`src/rtl/nand_page_xfer_ctrl_if.sv`:
```
// Host command, byte streams and page-buffer port A of the page transfer sequencer.
interface nand_page_xfer_ctrl_if #(
  parameter int ADDR_W = 11,
  parameter int DATA_W = 8
);
  // command / status
  logic              start;
  logic              dir;
  logic [ADDR_W-1:0] col;
  logic [ADDR_W:0]   len;
  logic              abort;
  logic              busy;
  logic              done;
  logic              err;

  // host write stream (into the buffer)
  logic [DATA_W-1:0] wr_data;
  logic              wr_valid;
  logic              wr_ready;

  // host read stream (out of the buffer)
  logic [DATA_W-1:0] rd_data;
  logic              rd_valid;
  logic              rd_ready;

  // page buffer port A
  logic [ADDR_W-1:0] buf_addr;
  logic [DATA_W-1:0] buf_wdata;
  logic              buf_we;
  logic              buf_en;
  logic [DATA_W-1:0] buf_rdata;

  // Host plus RAM side: issues commands, sources/sinks streams, returns RAM read data
  modport master (
    output start, dir, col, len, abort, wr_data, wr_valid, rd_ready, buf_rdata,
    input  busy, done, err, wr_ready, rd_data, rd_valid, buf_addr, buf_wdata, buf_we, buf_en
  );

  // Sequencer side
  modport slave (
    input  start, dir, col, len, abort, wr_data, wr_valid, rd_ready, buf_rdata,
    output busy, done, err, wr_ready, rd_data, rd_valid, buf_addr, buf_wdata, buf_we, buf_en
  );
endinterface

```
`src/rtl/nand_page_xfer_ctrl.sv`:
```
// Page buffer transfer sequencer: moves len bytes starting at col between a
// host valid/ready byte stream and port A of the page buffer RAM. Reads are
// staged through a 2-entry FIFO that hides the RAM's registered read latency.
module nand_page_xfer_ctrl #(
  parameter int ADDR_W     = 11,
  parameter int DATA_W     = 8,
  parameter int PAGE_BYTES = 2048
) (
  input logic                  clk,
  input logic                  reset_n,
  nand_page_xfer_ctrl_if.slave bus
);
  typedef enum logic [1:0] {
    IDLE   = 2'd0,
    WRITE  = 2'd1,
    READ   = 2'd2,
    FINISH = 2'd3
  } state_t;

  localparam logic [ADDR_W:0]   PAGE_LIMIT = (ADDR_W+1)'(PAGE_BYTES);
  localparam logic [ADDR_W:0]   CNT_ONE    = (ADDR_W+1)'(1);
  localparam logic [ADDR_W-1:0] COL_ONE    = ADDR_W'(1);

  state_t            state;
  logic [ADDR_W-1:0] cur_col;
  logic [ADDR_W:0]   remaining;        // bytes still to accept (write) or to pop (read)
  logic [ADDR_W:0]   issue_remaining;  // buffer reads not yet issued
  logic              busy_state;
  logic              done_pulse;
  logic              err_flag;

  logic [DATA_W-1:0] fifo_mem [2];
  logic              fifo_wr_ptr;
  logic              fifo_rd_ptr;
  logic [1:0]        fifo_count;
  logic [1:0]        fifo_count_next;
  logic              read_inflight;    // a read was issued last cycle; its data is on buf_rdata now

  logic [ADDR_W:0]   col_end;
  logic              wr_fire;
  logic              rd_issue;
  logic              rd_pop;
  logic              rd_avail;

  // Handshakes and read throttle. A read may issue when the FIFO occupancy
  // after this edge (pending push in, pop out) leaves room for it, which keeps
  // occupancy + in-flight at most 2 and still sustains one byte per clock.
  always_comb begin
    col_end         = {1'b0, bus.col} + bus.len;
    rd_avail        = (fifo_count != 2'd0);
    wr_fire         = (state == WRITE) && bus.wr_valid;
    rd_pop          = (state == READ) && rd_avail && bus.rd_ready;
    fifo_count_next = fifo_count + {1'b0, read_inflight} - {1'b0, rd_pop};
    rd_issue        = (state == READ) && (issue_remaining != '0) && (fifo_count_next < 2'd2);
  end

  assign bus.busy      = busy_state;
  assign bus.done      = done_pulse;
  assign bus.err       = err_flag;
  assign bus.wr_ready  = (state == WRITE);
  assign bus.rd_valid  = rd_avail;
  assign bus.rd_data   = rd_avail ? fifo_mem[fifo_rd_ptr] : '0;
  assign bus.buf_en    = wr_fire | rd_issue;
  assign bus.buf_we    = wr_fire;
  assign bus.buf_addr  = cur_col;
  assign bus.buf_wdata = wr_fire ? bus.wr_data : '0;

  // Transfer FSM with registered status, column/count tracking and read FIFO
  always_ff @(posedge clk or negedge reset_n) begin
    if (!reset_n) begin
      state           <= IDLE;
      cur_col         <= '0;
      remaining       <= '0;
      issue_remaining <= '0;
      busy_state      <= 1'b0;
      done_pulse      <= 1'b0;
      err_flag        <= 1'b0;
      fifo_wr_ptr     <= 1'b0;
      fifo_rd_ptr     <= 1'b0;
      fifo_count      <= 2'd0;
      read_inflight   <= 1'b0;
      for (int i = 0; i < 2; i++) begin
        fifo_mem[i] <= '0;
      end
    end else begin
      done_pulse    <= 1'b0;
      read_inflight <= 1'b0;
      case (state)
        IDLE: begin
          if (bus.start) begin
            cur_col         <= bus.col;
            remaining       <= bus.len;
            issue_remaining <= bus.len;
            busy_state      <= 1'b1;
            if (col_end > PAGE_LIMIT) begin
              // would run off the end of the page: refuse without touching the buffer
              state      <= FINISH;
              done_pulse <= 1'b1;
              err_flag   <= 1'b1;
            end else if (bus.len == '0) begin
              state      <= FINISH;
              done_pulse <= 1'b1;
              err_flag   <= 1'b0;
            end else begin
              state <= bus.dir ? READ : WRITE;
            end
          end
        end

        WRITE: begin
          if (wr_fire) begin
            cur_col   <= cur_col + COL_ONE;
            remaining <= remaining - CNT_ONE;
          end
          // a byte offered alongside abort has already been written this cycle
          if (bus.abort) begin
            state      <= FINISH;
            done_pulse <= 1'b1;
            err_flag   <= 1'b1;
          end else if (wr_fire && (remaining == CNT_ONE)) begin
            state      <= FINISH;
            done_pulse <= 1'b1;
            err_flag   <= 1'b0;
          end
        end

        READ: begin
          if (rd_issue) begin
            cur_col         <= cur_col + COL_ONE;
            issue_remaining <= issue_remaining - CNT_ONE;
          end
          if (read_inflight) begin
            fifo_mem[fifo_wr_ptr] <= bus.buf_rdata;
            fifo_wr_ptr           <= ~fifo_wr_ptr;
          end
          if (rd_pop) begin
            fifo_rd_ptr <= ~fifo_rd_ptr;
            remaining   <= remaining - CNT_ONE;
          end
          fifo_count    <= fifo_count_next;
          read_inflight <= rd_issue;
          if (bus.abort || (rd_pop && (remaining == CNT_ONE))) begin
            state         <= FINISH;
            done_pulse    <= 1'b1;
            err_flag      <= bus.abort;
            fifo_count    <= 2'd0;
            fifo_wr_ptr   <= 1'b0;
            fifo_rd_ptr   <= 1'b0;
            read_inflight <= 1'b0;
          end
        end

        FINISH: begin
          state      <= IDLE;
          busy_state <= 1'b0;
          err_flag   <= 1'b0;
        end

        default: state <= IDLE;
      endcase
    end
  end
endmodule

```
`src/flat_wrapper.sv`:
```
// flat-port wrapper written by rule: the top's interface ports become plain ports
module nand_page_xfer_ctrl_flat 
#(
  parameter int ADDR_W     = 11,
  parameter int DATA_W     = 8,
  parameter int PAGE_BYTES = 2048
)
  (clk, reset_n, bus_start, bus_dir, bus_col, bus_len, bus_abort, bus_wr_data, bus_wr_valid, bus_rd_ready, bus_buf_rdata, bus_busy, bus_done, bus_err, bus_wr_ready, bus_rd_data, bus_rd_valid, bus_buf_addr, bus_buf_wdata, bus_buf_we, bus_buf_en);
  nand_page_xfer_ctrl_if #(.ADDR_W(ADDR_W), .DATA_W(DATA_W)) bus_i ();
  input logic clk;
  input logic reset_n;
  input wire logic [$bits(bus_i.start)-1:0] bus_start;
  input wire logic [$bits(bus_i.dir)-1:0] bus_dir;
  input wire logic [$bits(bus_i.col)-1:0] bus_col;
  input wire logic [$bits(bus_i.len)-1:0] bus_len;
  input wire logic [$bits(bus_i.abort)-1:0] bus_abort;
  input wire logic [$bits(bus_i.wr_data)-1:0] bus_wr_data;
  input wire logic [$bits(bus_i.wr_valid)-1:0] bus_wr_valid;
  input wire logic [$bits(bus_i.rd_ready)-1:0] bus_rd_ready;
  input wire logic [$bits(bus_i.buf_rdata)-1:0] bus_buf_rdata;
  output wire logic [$bits(bus_i.busy)-1:0] bus_busy;
  output wire logic [$bits(bus_i.done)-1:0] bus_done;
  output wire logic [$bits(bus_i.err)-1:0] bus_err;
  output wire logic [$bits(bus_i.wr_ready)-1:0] bus_wr_ready;
  output wire logic [$bits(bus_i.rd_data)-1:0] bus_rd_data;
  output wire logic [$bits(bus_i.rd_valid)-1:0] bus_rd_valid;
  output wire logic [$bits(bus_i.buf_addr)-1:0] bus_buf_addr;
  output wire logic [$bits(bus_i.buf_wdata)-1:0] bus_buf_wdata;
  output wire logic [$bits(bus_i.buf_we)-1:0] bus_buf_we;
  output wire logic [$bits(bus_i.buf_en)-1:0] bus_buf_en;
  assign bus_i.start = bus_start;
  assign bus_i.dir = bus_dir;
  assign bus_i.col = bus_col;
  assign bus_i.len = bus_len;
  assign bus_i.abort = bus_abort;
  assign bus_i.wr_data = bus_wr_data;
  assign bus_i.wr_valid = bus_wr_valid;
  assign bus_i.rd_ready = bus_rd_ready;
  assign bus_i.buf_rdata = bus_buf_rdata;
  assign bus_busy = bus_i.busy;
  assign bus_done = bus_i.done;
  assign bus_err = bus_i.err;
  assign bus_wr_ready = bus_i.wr_ready;
  assign bus_rd_data = bus_i.rd_data;
  assign bus_rd_valid = bus_i.rd_valid;
  assign bus_buf_addr = bus_i.buf_addr;
  assign bus_buf_wdata = bus_i.buf_wdata;
  assign bus_buf_we = bus_i.buf_we;
  assign bus_buf_en = bus_i.buf_en;
  nand_page_xfer_ctrl #(.ADDR_W(ADDR_W), .DATA_W(DATA_W), .PAGE_BYTES(PAGE_BYTES)) u_core (.clk(clk), .reset_n(reset_n), .bus(bus_i));
endmodule
```
`config.mk`:
```
export PLATFORM = sky130hd
export DESIGN_NAME = nand_page_xfer_ctrl_flat
export DESIGN_NICKNAME = d
export VERILOG_FILES = /design/src/rtl/nand_page_xfer_ctrl_if.sv /design/src/rtl/nand_page_xfer_ctrl.sv /design/src/flat_wrapper.sv
export SDC_FILE = /design/constraint.sdc
export NUM_CORES = 1
export LEC_CHECK = 0
export ABC_AREA = 1
export BUFFER_PORTS_ARGS = -buffer_cell sky130_fd_sc_hd__buf_4
export CAP_MARGIN = 25
export CORE_MARGIN = 2
export CORE_UTILIZATION = 35
export CTS_CLUSTER_SIZE = 25
export DETAILED_ROUTE_END_ITERATION = 10
export MAX_ROUTING_LAYER = met4
export PLACE_DENSITY = 0.59
export SLEW_MARGIN = 10
export SYNTH_ARGS = -nofsm -noshare
export SYNTH_HDL_FRONTEND = slang
export SYNTH_SLANG_ARGS = --single-unit
```
`constraint.sdc`:
```
create_clock -name clk -period 2.7 [get_ports clk]
set_clock_uncertainty 0.05 [all_clocks]
set_input_delay 0.54 -clock clk [delete_from_list [all_inputs] [get_ports clk]]
set_output_delay 0.54 -clock clk [all_outputs]
set_load 0.02 [all_outputs]
```
* Word level (Yosys, flattened, before mapping)
Cells that the tools add are included.
** Word-level totals
- Logic and storage cells :: 116
- Output and inout bits :: 34
- Input port bits :: 46
- Register bits :: 61
** Operators by class
- $lt $le $gt $ge :: 5
- Muxes and demuxes :: 49
- Reduce and logical (&&, ||, !) cells :: 27
- Equality and inequality tests :: 11
- Bitwise logic cells :: 5
- Add/sub/neg operators :: 6
** Operators by type and width (count)
- 12-bit two-way mux :: 4
- 8-bit two-way mux :: 6
- 12-bit case mux with 3 select lines :: 1
- 11-bit two-way mux :: 3
- 11-bit case mux with 3 select lines :: 1
- 12-bit case mux with 2 select lines :: 1
- 12-bit by 1-bit subtractor with 12-bit output, second input constant :: 2
- 1-bit two-way mux :: 19
- 16-bit bitwise mux :: 1
- 2-bit two-way mux :: 8
- 11-bit by 12-bit adder with 12-bit output :: 1
- 12-bit by 1-bit == test with 1-bit output, second input constant :: 1
- 12-bit greater-than comparator, second input constant :: 1
- 12-bit logical NOT :: 1
- 4-bit AND reduction :: 3
- 12-bit nonzero test :: 1
- 11-bit by 1-bit adder with 11-bit output, second input constant :: 1
- 2-bit nonzero test :: 5
- 8-bit demux with 1-bit select :: 1
- 1-bit logical AND :: 8
- 2-bit case mux with 4 select lines :: 1
- 2-bit AND reduction :: 4
- 2-bit by 1-bit inequality test with 1-bit output, second input constant :: 3
- 3-bit AND reduction :: 2
- 19 further kinds :: 24

* Logic depth before layout (Yosys ltp)
Gate-level depths: netlist of run 1.
- Depth after elaboration :: 8
- Gate-level depth with buffers :: 17
- Gate-level depth less buffers :: 16

* Worst setup path after synthesis of run 1
Ideal clock, no wire load.
- Kind :: register to output
- From :: register u_core.state[0]
- To :: output bus_buf_en
- Buffers on the path :: 1
- Data arrival time :: 2.101 ns
- Setup slack :: 0.009 ns
- Data required time :: 2.110 ns
- Stages on the path, launching flop included :: 13
- Cells stage by stage :: dfrtp_1 > inv_1 > ha_1 > buf_4 > nand3_1 > inv_2 > ha_1 > inv_1 > ha_1 > xnor2_2 > xor2_1 > nand3_2 > nand2_1
** Between the ends
- Cells in the longest elaborated chain, start to end :: 7
- Elaborated cells between the ends (all ways) :: 10
- Those cells by class :: 1 x add/sub; 1 x order compare; 2 x eq/ne; 1 x bitwise; 5 x reduce/logical
** RTL lines
- start, declared :: RTL line nand_page_xfer_ctrl.sv:24 : state_t state;
- start signal, assigned :: RTL line nand_page_xfer_ctrl.sv:105 : state <= bus.dir ? READ : WRITE;
- 2-bit == test :: RTL line nand_page_xfer_ctrl.sv:52, nand_page_xfer_ctrl.sv:54
- 1-bit logical AND (2 in a row) :: RTL line nand_page_xfer_ctrl.sv:52 : rd_pop = (state == READ) && rd_avail && bus.rd_ready;
- 2-bit by 1-bit subtractor with 2-bit output :: RTL line nand_page_xfer_ctrl.sv:53 : fifo_count_next = fifo_count + {1'b0, read_inflight} - {1'b0, rd_pop};
- 2-bit less-than comparator :: RTL line nand_page_xfer_ctrl.sv:54 : rd_issue = (state == READ) && (issue_remaining != '0) && (fifo_count_next < 2'd2);
- 1-bit logical AND :: RTL line nand_page_xfer_ctrl.sv:54
- 1-bit bitwise OR * :: RTL line nand_page_xfer_ctrl.sv:63 : assign bus.buf_en = wr_fire | rd_issue;
- end, declared :: RTL line flat_wrapper.sv:30 : output wire logic [$bits(bus_i.buf_en)-1:0] bus_buf_en;
Every way passes the cells marked *; elsewhere a longest branch is shown, timed or not.

* Final worst setup path of run 1
- From :: register u_core.fifo_count[1]
- To :: output bus_buf_en
** Between the ends
- Cells in the longest elaborated chain, start to end :: 7
- Elaborated cells between the ends (all ways) :: 8
- Those cells by class :: 2 x add/sub; 1 x order compare; 1 x bitwise; 4 x reduce/logical
** RTL lines
- start, declared :: RTL line nand_page_xfer_ctrl.sv:35 : logic [1:0] fifo_count;
- start signal, assigned :: RTL line nand_page_xfer_ctrl.sv:140 : fifo_count <= fifo_count_next;
- branches (longest 3 deep; another with 2-bit by 1-bit adder with 2-bit output)
- 2-bit by 1-bit subtractor with 2-bit output * :: RTL line nand_page_xfer_ctrl.sv:53
- 2-bit less-than comparator * :: RTL line nand_page_xfer_ctrl.sv:54
- 1-bit logical AND * :: RTL line nand_page_xfer_ctrl.sv:54
- 1-bit bitwise OR * :: RTL line nand_page_xfer_ctrl.sv:63
Mark *: on every way between the ends.

==> flow_summary.json, run 1 <==
{
  "status": "finished with violations",
  "failed_checks": "setup timing",
  "synth_top_cell_area_share": 0.333,
  "synth_nets": 708,
  "timing.rr.start": "u_core.fifo_count[1]",
  "power_density_mw_per_mm2": 1200,
  "drive_gt1_frac": 0.245,
  "synth-main-ff-cell": "dfrtp_1",
  "grt.total_usage": 0.186,
  "hpwl_um": 9170,
  "n_fill_cell": 1308,
  "grt_overflow": 0,
  "tns_ns": -0.0344,
  "die_y_um": 118,
  "hold_buffers": 0,
  "nNetsFinal": 805,
  "post-route-util": 0.458,
  "cts_buffers": 9,
  "wl_per_cell_um": 13.6,
  "tightestPinTransition_ns": 0.835,
  "clockRootBuffer": "clkbuf_16",
  "startpoint_type": "flip-flop",
  "relSlewSlack": 0.443,
  "fp.coreArea_mm2": 0.0127,
  "syn_area_mm2": 0.00458,
  "routed_wl_um": 12500,
  "fin_ws_ns": -0.0344,
  "grt_pass1_wl_um": 20800,
  "antenna_found_initial": 0,
  "hold_viol": 0,
  "ctsHtreeMaxLevel": 3,
  "cts_sinks": 61,
  "crit_type": "reg2out",
  "r2r_slack_ns": 0.13,
  "drv_slew": 0,
  "row_count": 41,
  "min_period_ns": 2.73,
  "synth-seq-cells": 61,
  "fp.dieW_um": 118,
  "synthCells": 640,
  "critPathCaptureType": "output pin",
  "synth_edf_count": 0,
  "finalSetupViolations": 1,
  "power_uw": 7010,
  "max_freq_mhz": 366,
  "via_per_inst": 4.90,
  "synth_most_common_cell": "nand2_1",
  "yosys-top-cells-count": "nand2_1, inv_1, dfrtp_1, nor2_1, o21ai_0",
  "ios": 80,
  "irDropWorstVdd_mv": 0.442,
  "worstPathRequired_ns": 2.11,
  "grt_max_degree": 62,
  "worstPathArrival_ns": 2.14,
  "port_buffers": 79,
  "final_area_mm2": 0.00583,
  "grt_pass1_vias": 4350,
  "die_area_mm2": 0.0140,
  "clock_latency_ns": 0.33,
  "rsz0062_at_grt": "true",
  "drc": 0,
  "synth-async-reset-ratio": 1.00,
  "cp-startpoint": "u_core.fifo_count[1]",
  "ctsLongestPathBuffers": 2,
  "cts_tree": "yes",
  "synthTopCellsByArea": "dfrtp_1, nand2_1, inv_1",
  "crit_fanout": 3,
  "avgSynthCellArea_um2": 7.16,
  "vias": 4475,
  "gp_congestion": 0.852,
  "ys_seq_area_frac": 0.333,
  "whs_ns": 0.257,
  "start_util": 0.360,
  "drt_iter0_drc": 227,
  "hold_path_class": "in2async",
  "maxCapViolCount": 0,
  "drt_first_pass_iters": 5,
  "areaGrowthSynthToFinish_pct": 27.3,
  "place_area_mm2": 0.00537,
  "p_leak_uw": 0.00297,
  "path_clk_slew_ns": 0.06,
  "synth_top_cell_by_area": "dfrtp_1",
  "synth_cell_types": 50,
  "finalCritPeriodShare": 1.01,
  "antenna_left": 0,
  "yosysWarningCount": 0,
  "diodes": 0
}
==> worst paths after layout <==
kind / endpoint / cells past startpoint
min in group clk: u_core.bus.buf_addr[6] / 3
max in group asynchronous: u_core.fifo_count[1] / 1
worst max register to register: u_core.issue_remaining[3] / 16
worst min-delay path: u_core.bus.buf_addr[4] / 1
worst max-delay path: bus_buf_en / 12
worst min register to register: u_core.issue_remaining[10] / 2
==> cells by family after synthesis <==
group                    share of synthesized area
AND/OR/NAND/NOR                              0.291
AO/OA/AOI/OAI                                0.181
buffers and inverters                        0.103
flip-flops                                   0.333
adder cells (fa/ha/maj)                     0.0617
XOR/XNOR                                    0.0303
==> cell usage in the layout, fill, tap and decap left out, types with 4 or more instances in the layout <==
master	count
o211ai_1	13
nor3_1	5
inv_1	88
a21oi_1	25
ha_1	18
nand2_1	159
dfrtp_1	60
xor2_1	12
o21ai_0	54
nand3_1	41
nand3_2	4
clkbuf_16	9
buf_4	100
nor2_4	5
nor2_1	56
inv_2	9
o21ai_1	4
nand2_2	7
o21ai_2	13
nand4_1	6
==> metal layers <==
metal	track usage	vias to the layer above	wire length, um	share of wire
met4	0.0610	0	231	0.019
met5	-	-	0	0
met1	0.229	2080	5560	0.45
met2	0.314	97	6210	0.50
li1	-	2281	-	-
met3	0.0285	17	468	0.038
==> flip-flops by register name, summed over array words and instances (netlist names), 2 cells and up <==
| register | flops |
|---|---|
| u_core.bus.buf_addr | 11 |
| u_core.fifo_count | 2 |
| u_core.fifo_mem | 16 |
| u_core.issue_remaining | 12 |
| u_core.remaining | 12 |
| u_core.state | 2 |
==> critical path, cell delays in order, from the launching register on <==
cell,delay (ns)
dfrtp_2,0.44
nor2_4,0.10
inv_2,0.05
nand3_2,0.07
inv_2,0.05
ha_4,0.25
inv_2,0.04
ha_4,0.15
xnor2_2,0.13
xor2_1,0.22
nand3_2,0.11
nand2_2,0.09
buf_6,0.12
==> power breakdown <==
group | switching, uW | internal, uW
Sequential | 358 | 1390
Combinational | 2490 | 1610
Clock | 444 | 717
Total | 3290 | 3720
==> per-stage QoR <==
stage / cells / worst slack [ns]
after floorplan: 640 / 0.00927
after global placement: 885 / 0.0767
after detailed placement: 885 / 0.0500
after CTS: 904 / -0.0835
after global routing: 914 / -0.153
final: 914 / -0.0344
==> final cells by class <==
cell class	instances	area (um^2)	area share
multi-input combinational	464	2640	0.452
sequential	61	1530	0.262
timing repair buffer	101	762	0.131
inverter	100	388	0.0665
clock buffer	9	225	0.0386
tap	172	215	0.0369
clock inverter	7	76.3	0.0131
==> what timing repair did <==
| action | 4_1_cts | 5_1_grt |
|---|---|---|
| gates resized for setup | 11 | 2 |
| buffers inserted | 3 | 9 |
| gates cloned | 0 | 1 |
| pin swaps | 5 | 5 |
| setup endpoints to repair | 1 | 17 |
Power figures use the tool's default switching activity.
==> inputs of run 2 (changes only) <==
--- a/config.mk
+++ b/config.mk
@@ -13,7 +13,7 @@
 export CTS_CLUSTER_SIZE = 25
 export DETAILED_ROUTE_END_ITERATION = 10
 export MAX_ROUTING_LAYER = met4
-export PLACE_DENSITY = 0.59
+export PLACE_DENSITY = 0.57
 export SLEW_MARGIN = 10
 export SYNTH_ARGS = -nofsm -noshare
 export SYNTH_HDL_FRONTEND = slang
==> constraint.sdc (replaced) <==
create_clock -name clk -period 3.4 [get_ports clk]
set_clock_uncertainty 0.05 [all_clocks]
set_input_delay 0.68 -clock clk [delete_from_list [all_inputs] [get_ports clk]]
set_output_delay 0.68 -clock clk [all_outputs]
set_load 0.02 [all_outputs]
==> flow_summary.json, run 2 (synthesis results as in run 1) <==
{
  "status": "complete, no violations",
  "dr_wl_met2_um": 6120,
  "hold_viol": 0,
  "clockRootBuffer": "clkbuf_16",
  "largest_reg_flops": 16,
  "maxCapViolCount": 0,
  "hold_path_class": "in2async",
  "final_area_mm2": 0.00559,
  "cts_buffers": 9,
  "path_clk_slew_ns": 0.06,
  "start_util": 0.360,
  "diodes": 0,
  "routed_wl_um": 12400,
  "ctsHtreeMaxLevel": 3,
  "min_period_ns": 3.22,
  "die_area_mm2": 0.0140,
  "port_buffers": 79,
  "max_freq_mhz": 311,
  "reg2reg_depth": 16,
  "grt.total_usage": 0.191,
  "row_count": 41,
  "mostFrequentLayoutCells": "nand2_1, inv_1, buf_4",
  "slowest_stage": "dfrtp_1",
  "drive_gt1_frac": 0.214,
  "drt_iter0_drc": 221,
  "drv_slew": 0,
  "clock_latency_ns": 0.33,
  "power_density_mw_per_mm2": 935,
  "vias": 4395,
  "cts_sinks": 61,
  "fp.dieW_um": 118,
  "areaGrowthSynthToFinish_pct": 22.0,
  "slowest_delay_ns": 0.44,
  "tightestPinTransition_ns": 0.828,
  "fp.coreArea_mm2": 0.0127,
  "p_leak_uw": 0.00285,
  "ctsLongestPathBuffers": 2,
  "finalSetupViolations": 0,
  "gp_congestion": 0.879,
  "grt_pass1_wl_um": 21200,
  "place_area_mm2": 0.00531,
  "grt_pass1_vias": 4430,
  "worstPathArrival_ns": 2.49,
  "rsz0062_at_grt": "false",
  "crit_fanout": 9,
  "relSlewSlack": 0.448,
  "startpoint_type": "flip-flop",
  "crit_type": "reg2out",
  "drt_first_pass_iters": 4,
  "fin_ws_ns": 0.182,
  "worstPathRequired_ns": 2.67,
  "hpwl_um": 9270,
  "wl_per_cell_um": 13.9,
  "critPathCaptureType": "output pin",
  "antenna_left": 0,
  "finalCritPeriodShare": 0.947,
  "die_y_um": 118,
  "tns_ns": 0,
  "grt_max_degree": 62,
  "irDropWorstVdd_mv": 0.386,
  "antenna_found_initial": 0,
  "cts_tree": "yes",
  "reg_top3": "u_core.fifo_mem (16), u_core.issue_remaining (12), u_core.remaining (12)",
  "via_per_inst": 4.92,
  "wl_met1_um": 5540,
  "routed.top_layer": "met4",
  "crit_chain": "nor2_4 > inv_2 > nand3_1 > inv_2 > ha_1 > inv_1 > ha_1 > xnor2_2 > xor2_2 > nand3_2 > nand2_1 > buf_4",
  "pre_cts_slack_ns": 0.432,
  "layout_commonest_cell": "nand2_1",
  "nNetsFinal": 784,
  "drc": 0,
  "regMostFlops": "u_core.fifo_mem",
  "wl_met3_um": 527,
  "grt_overflow": 0,
  "ios": 80
}
-- run 2: changes by cell type in the layout (fill, tap and decap cells not counted), sizes merged --
cell      change
buf          -20
clkinv        -3
clkinvlp      +2
bufinv        -1
clkbuf        +1
inv           +1
nor2          -1
-- run 2: final cells by class --
class,count,area (um^2)
fillers,1357,7130
multi-input cells,463,2590
flip-flops and latches,61,1530
inverters,100,380
clock buffers,10,229
clock inverters,6,40.0
repair buffers,81,608
well taps,172,215
-- run 2: routing by layer --
layer / global-route usage / vias to the layer above
met5: - / -
met4: 0.0647 / 0
met3: 0.0362 / 19
met2: 0.319 / 84
met1: 0.232 / 2062
li1: - / 2230
-- run 2: worst paths after layout --
path	startpoint	endpoint	slack, ns
setup / recovery	u_core.fifo_count[1]	bus_buf_en	0.18
hold / removal	reset_n	u_core.bus.buf_addr[3]	0.38
setup reg to reg	u_core.fifo_count[1]	u_core.issue_remaining[10]	0.57
hold reg to reg	u_core.issue_remaining[10]	u_core.issue_remaining[10]	0.42
max in group asynchronous	reset_n	u_core.read_inflight	2.36
min in group clk	u_core.issue_remaining[10]	u_core.issue_remaining[10]	0.42
-- run 2: per-stage QoR --
| step | total power [uW] | hold slack (ns) | cells | utilization |
|---|---|---|---|---|
| 6_report | 5230 | 0.381 | 893 | 0.439 |
| 5_1_grt | 5700 | 0.455 | 893 | 0.439 |
| 4_1_cts | 5260 | 0.430 | 893 | 0.439 |
| 3_5_place_dp | 4400 | 0.412 | 877 | 0.417 |
| 3_3_place_gp | 4330 | 0.414 | 877 | 0.417 |
| 2_1_floorplan | 3660 | 0.334 | 640 | - |
-- run 2: where the power goes --
part	internal, uW	total (uW)	switching, uW
Clock	490	835	345
Combinational	1100	3000	1910
Sequential	1100	1390	288
Total	2690	5230	2540
-- run 2: timing repair --
item,CTS,global route
hold buffers,0,0
setup buffers,0,0
setup endpoints to repair,0,1
gates resized for setup,0,2
-- run 2: worst max-delay path, delay by kind of cell (launching register included) --
family,cells,cell delay (ns)
and+or+nand+nor,4,0.56
xor gates and xnor gates,2,0.37
DFF,1,0.44
adders and majority gates,2,0.47
buffers and inverters,4,0.31
==> inputs of run 3 (changes only) <==
--- a/config.mk
+++ b/config.mk
@@ -14,6 +14,7 @@
 export DETAILED_ROUTE_END_ITERATION = 10
 export MAX_ROUTING_LAYER = met4
 export PLACE_DENSITY = 0.57
+export RECOVER_POWER = 25
 export SLEW_MARGIN = 10
 export SYNTH_ARGS = -nofsm -noshare
 export SYNTH_HDL_FRONTEND = slang
==> flow_summary.json, run 3 (synthesis results as in run 1) <==
{
  "clockRootBuffer": "clkbuf_16",
  "antenna_found_initial": 0,
  "regMostFlops": "u_core.fifo_mem",
  "ios": 80,
  "grt_pass1_vias": 4430,
  "drive_gt1_frac": 0.214,
  "rsz0062_at_grt": "false",
  "cts_buffers": 9,
  "crit_fanout": 9,
  "grt_max_degree": 62,
  "crit_type": "reg2out",
  "clock_latency_ns": 0.33,
  "dp.cells": 877,
  "drc": 0,
  "die_y_um": 118,
  "drt_iter0_drc": 221,
  "grt.total_usage": 0.191,
  "post-route-util": 0.439,
  "tns_ns": 0,
  "critPathTopFamily": "simple AND/OR/NAND/NOR gates",
  "drt_first_pass_iters": 4,
  "nNetsFinal": 784,
  "hold_buffers": 0,
  "fp.dieW_um": 118,
  "min_period_ns": 3.22,
  "power_density_mw_per_mm2": 935,
  "relSlewSlack": -0.0778,
  "ctsHtreeMaxLevel": 3,
  "hold_path_class": "reg2reg",
  "wl_per_cell_um": 13.9,
  "cts_tree": "yes",
  "port_buffers": 79,
  "maxCapViolCount": 1,
  "startpoint_type": "flip-flop",
  "finalSetupViolations": 0,
  "cts_sinks": 61,
  "critPathBufInv": 4,
  "areaGrowthSynthToFinish_pct": 22.0,
  "row_count": 41,
  "vias": 4396,
  "grt_overflow": 0,
  "finalCritPeriodShare": 0.947,
  "reg_top3": "u_core.fifo_mem (16), u_core.issue_remaining (12), u_core.remaining (12)",
  "worstPathRequired_ns": 2.67,
  "path_clk_slew_ns": 0.06,
  "failed_checks": "capacitance limit, slew limit",
  "fp.coreArea_mm2": 0.0127,
  "antenna_left": 0,
  "largest_reg_flops": 16,
  "grt_pass1_wl_um": 21200,
  "final_cells": 893,
  "die_area_mm2": 0.0140,
  "diodes": 0,
  "slowest_delay_ns": 0.44,
  "irDropWorstVdd_mv": 0.386,
  "layout_commonest_cell": "nand2_1",
  "routed_wl_um": 12400,
  "tightestPinTransition_ns": 1.62,
  "mostFrequentLayoutCells": "nand2_1, inv_1, buf_4",
  "ctsLongestPathBuffers": 2,
  "drv_slew": 62,
  "start_util": 0.360,
  "worstPathArrival_ns": 2.49,
  "n_fill_cell": 1358,
  "crit_chain": "nor2_4 > inv_2 > nand3_1 > inv_2 > ha_1 > inv_1 > ha_1 > xnor2_2 > xor2_2 > nand3_2 > nand2_1 > buf_4",
  "gp_congestion": 0.879,
  "max_freq_mhz": 311,
  "slowest_stage": "dfrtp_1",
  "hpwl_um": 9270,
  "via_per_inst": 4.92,
  "p_leak_uw": 0.00285,
  "critPathCaptureType": "output pin",
  "hold_viol": 0,
  "status": "finished with violations"
}
[run 3: cell count changes in the layout (fill, tap and decap cells not counted), sizes merged]
cell | before | now
buf | 81 | 80
clkbuf | 10 | 11
[run 3: metal layers]
| metal | part of all wire | track usage | vias to the layer above |
|---|---|---|---|
| li1 | - | - | 2230 |
| met1 | 0.45 | 0.232 | 2063 |
| met2 | 0.49 | 0.319 | 84 |
| met3 | 0.042 | 0.0362 | 19 |
| met4 | 0.018 | 0.0647 | 0 |
| met5 | 0 | - | - |
[run 3: report_power, final]
part	leakage [uW]	total (uW)	internal, uW	switching (uW)
Clock	0.000120	835	490	345
Sequential	0.000723	1390	1100	288
Combinational	0.00201	3000	1100	1910
Total	0.00285	5230	2690	2540
[run 3: per-stage QoR]
step	hold WS (ns)	power [uW]	worst slack [ns]	cell area (um^2)
floorplan	0.334	3660	0.569	4580
global placement	0.414	4330	0.494	5310
detailed placement	0.412	4400	0.432	5310
CTS	0.430	5260	0.115	5580
global route	0.455	5700	0.00381	5590
finish	0.422	5230	0.182	5590
[run 3: area by class of cell]
type / instances / area (um^2) / area share
tap: 172 / 215 / 0.0385
multi-input combinational: 463 / 2590 / 0.464
clock buffer: 10 / 229 / 0.0410
sequential: 61 / 1530 / 0.273
inverter: 100 / 380 / 0.0681
clock inverter: 6 / 40.0 / 0.00717
timing repair buffer: 81 / 606 / 0.108
[run 3: worst reg2reg max path, stage by stage (launching register included)]
cell	delay (ns)
dfrtp_1	0.44
nor2_4	0.25
inv_2	0.06
nand3_1	0.08
inv_2	0.07
ha_1	0.27
inv_1	0.04
ha_1	0.20
xnor2_2	0.17
xor2_2	0.20
nand3_2	0.14
nand2_4	0.13
o21ai_4	0.08
nor2_8	0.29
nand3_1	0.12
nand2_1	0.08
nand2_1	0.04
[run 3: final timing paths]
kind / start / endpoint / slack, ns / cells after the start
max reg2reg: u_core.fifo_count[1] / u_core.issue_remaining[10] / 0.57 / 16
max in group asynchronous: reset_n / u_core.read_inflight / 1.63 / 1
min reg2reg: u_core.issue_remaining[10] / u_core.issue_remaining[10] / 0.42 / 2
max: u_core.fifo_count[1] / bus_buf_en / 0.18 / 12
min in group asynchronous: reset_n / u_core.bus.buf_addr[3] / 0.69 / 1
min: u_core.issue_remaining[10] / u_core.issue_remaining[10] / 0.42 / 2
[run 3: what timing repair did]
item / CTS / global route
endpoints found under the setup margin: 0 / 1
setup buffers: 0 / 0
resized for setup: 0 / 2
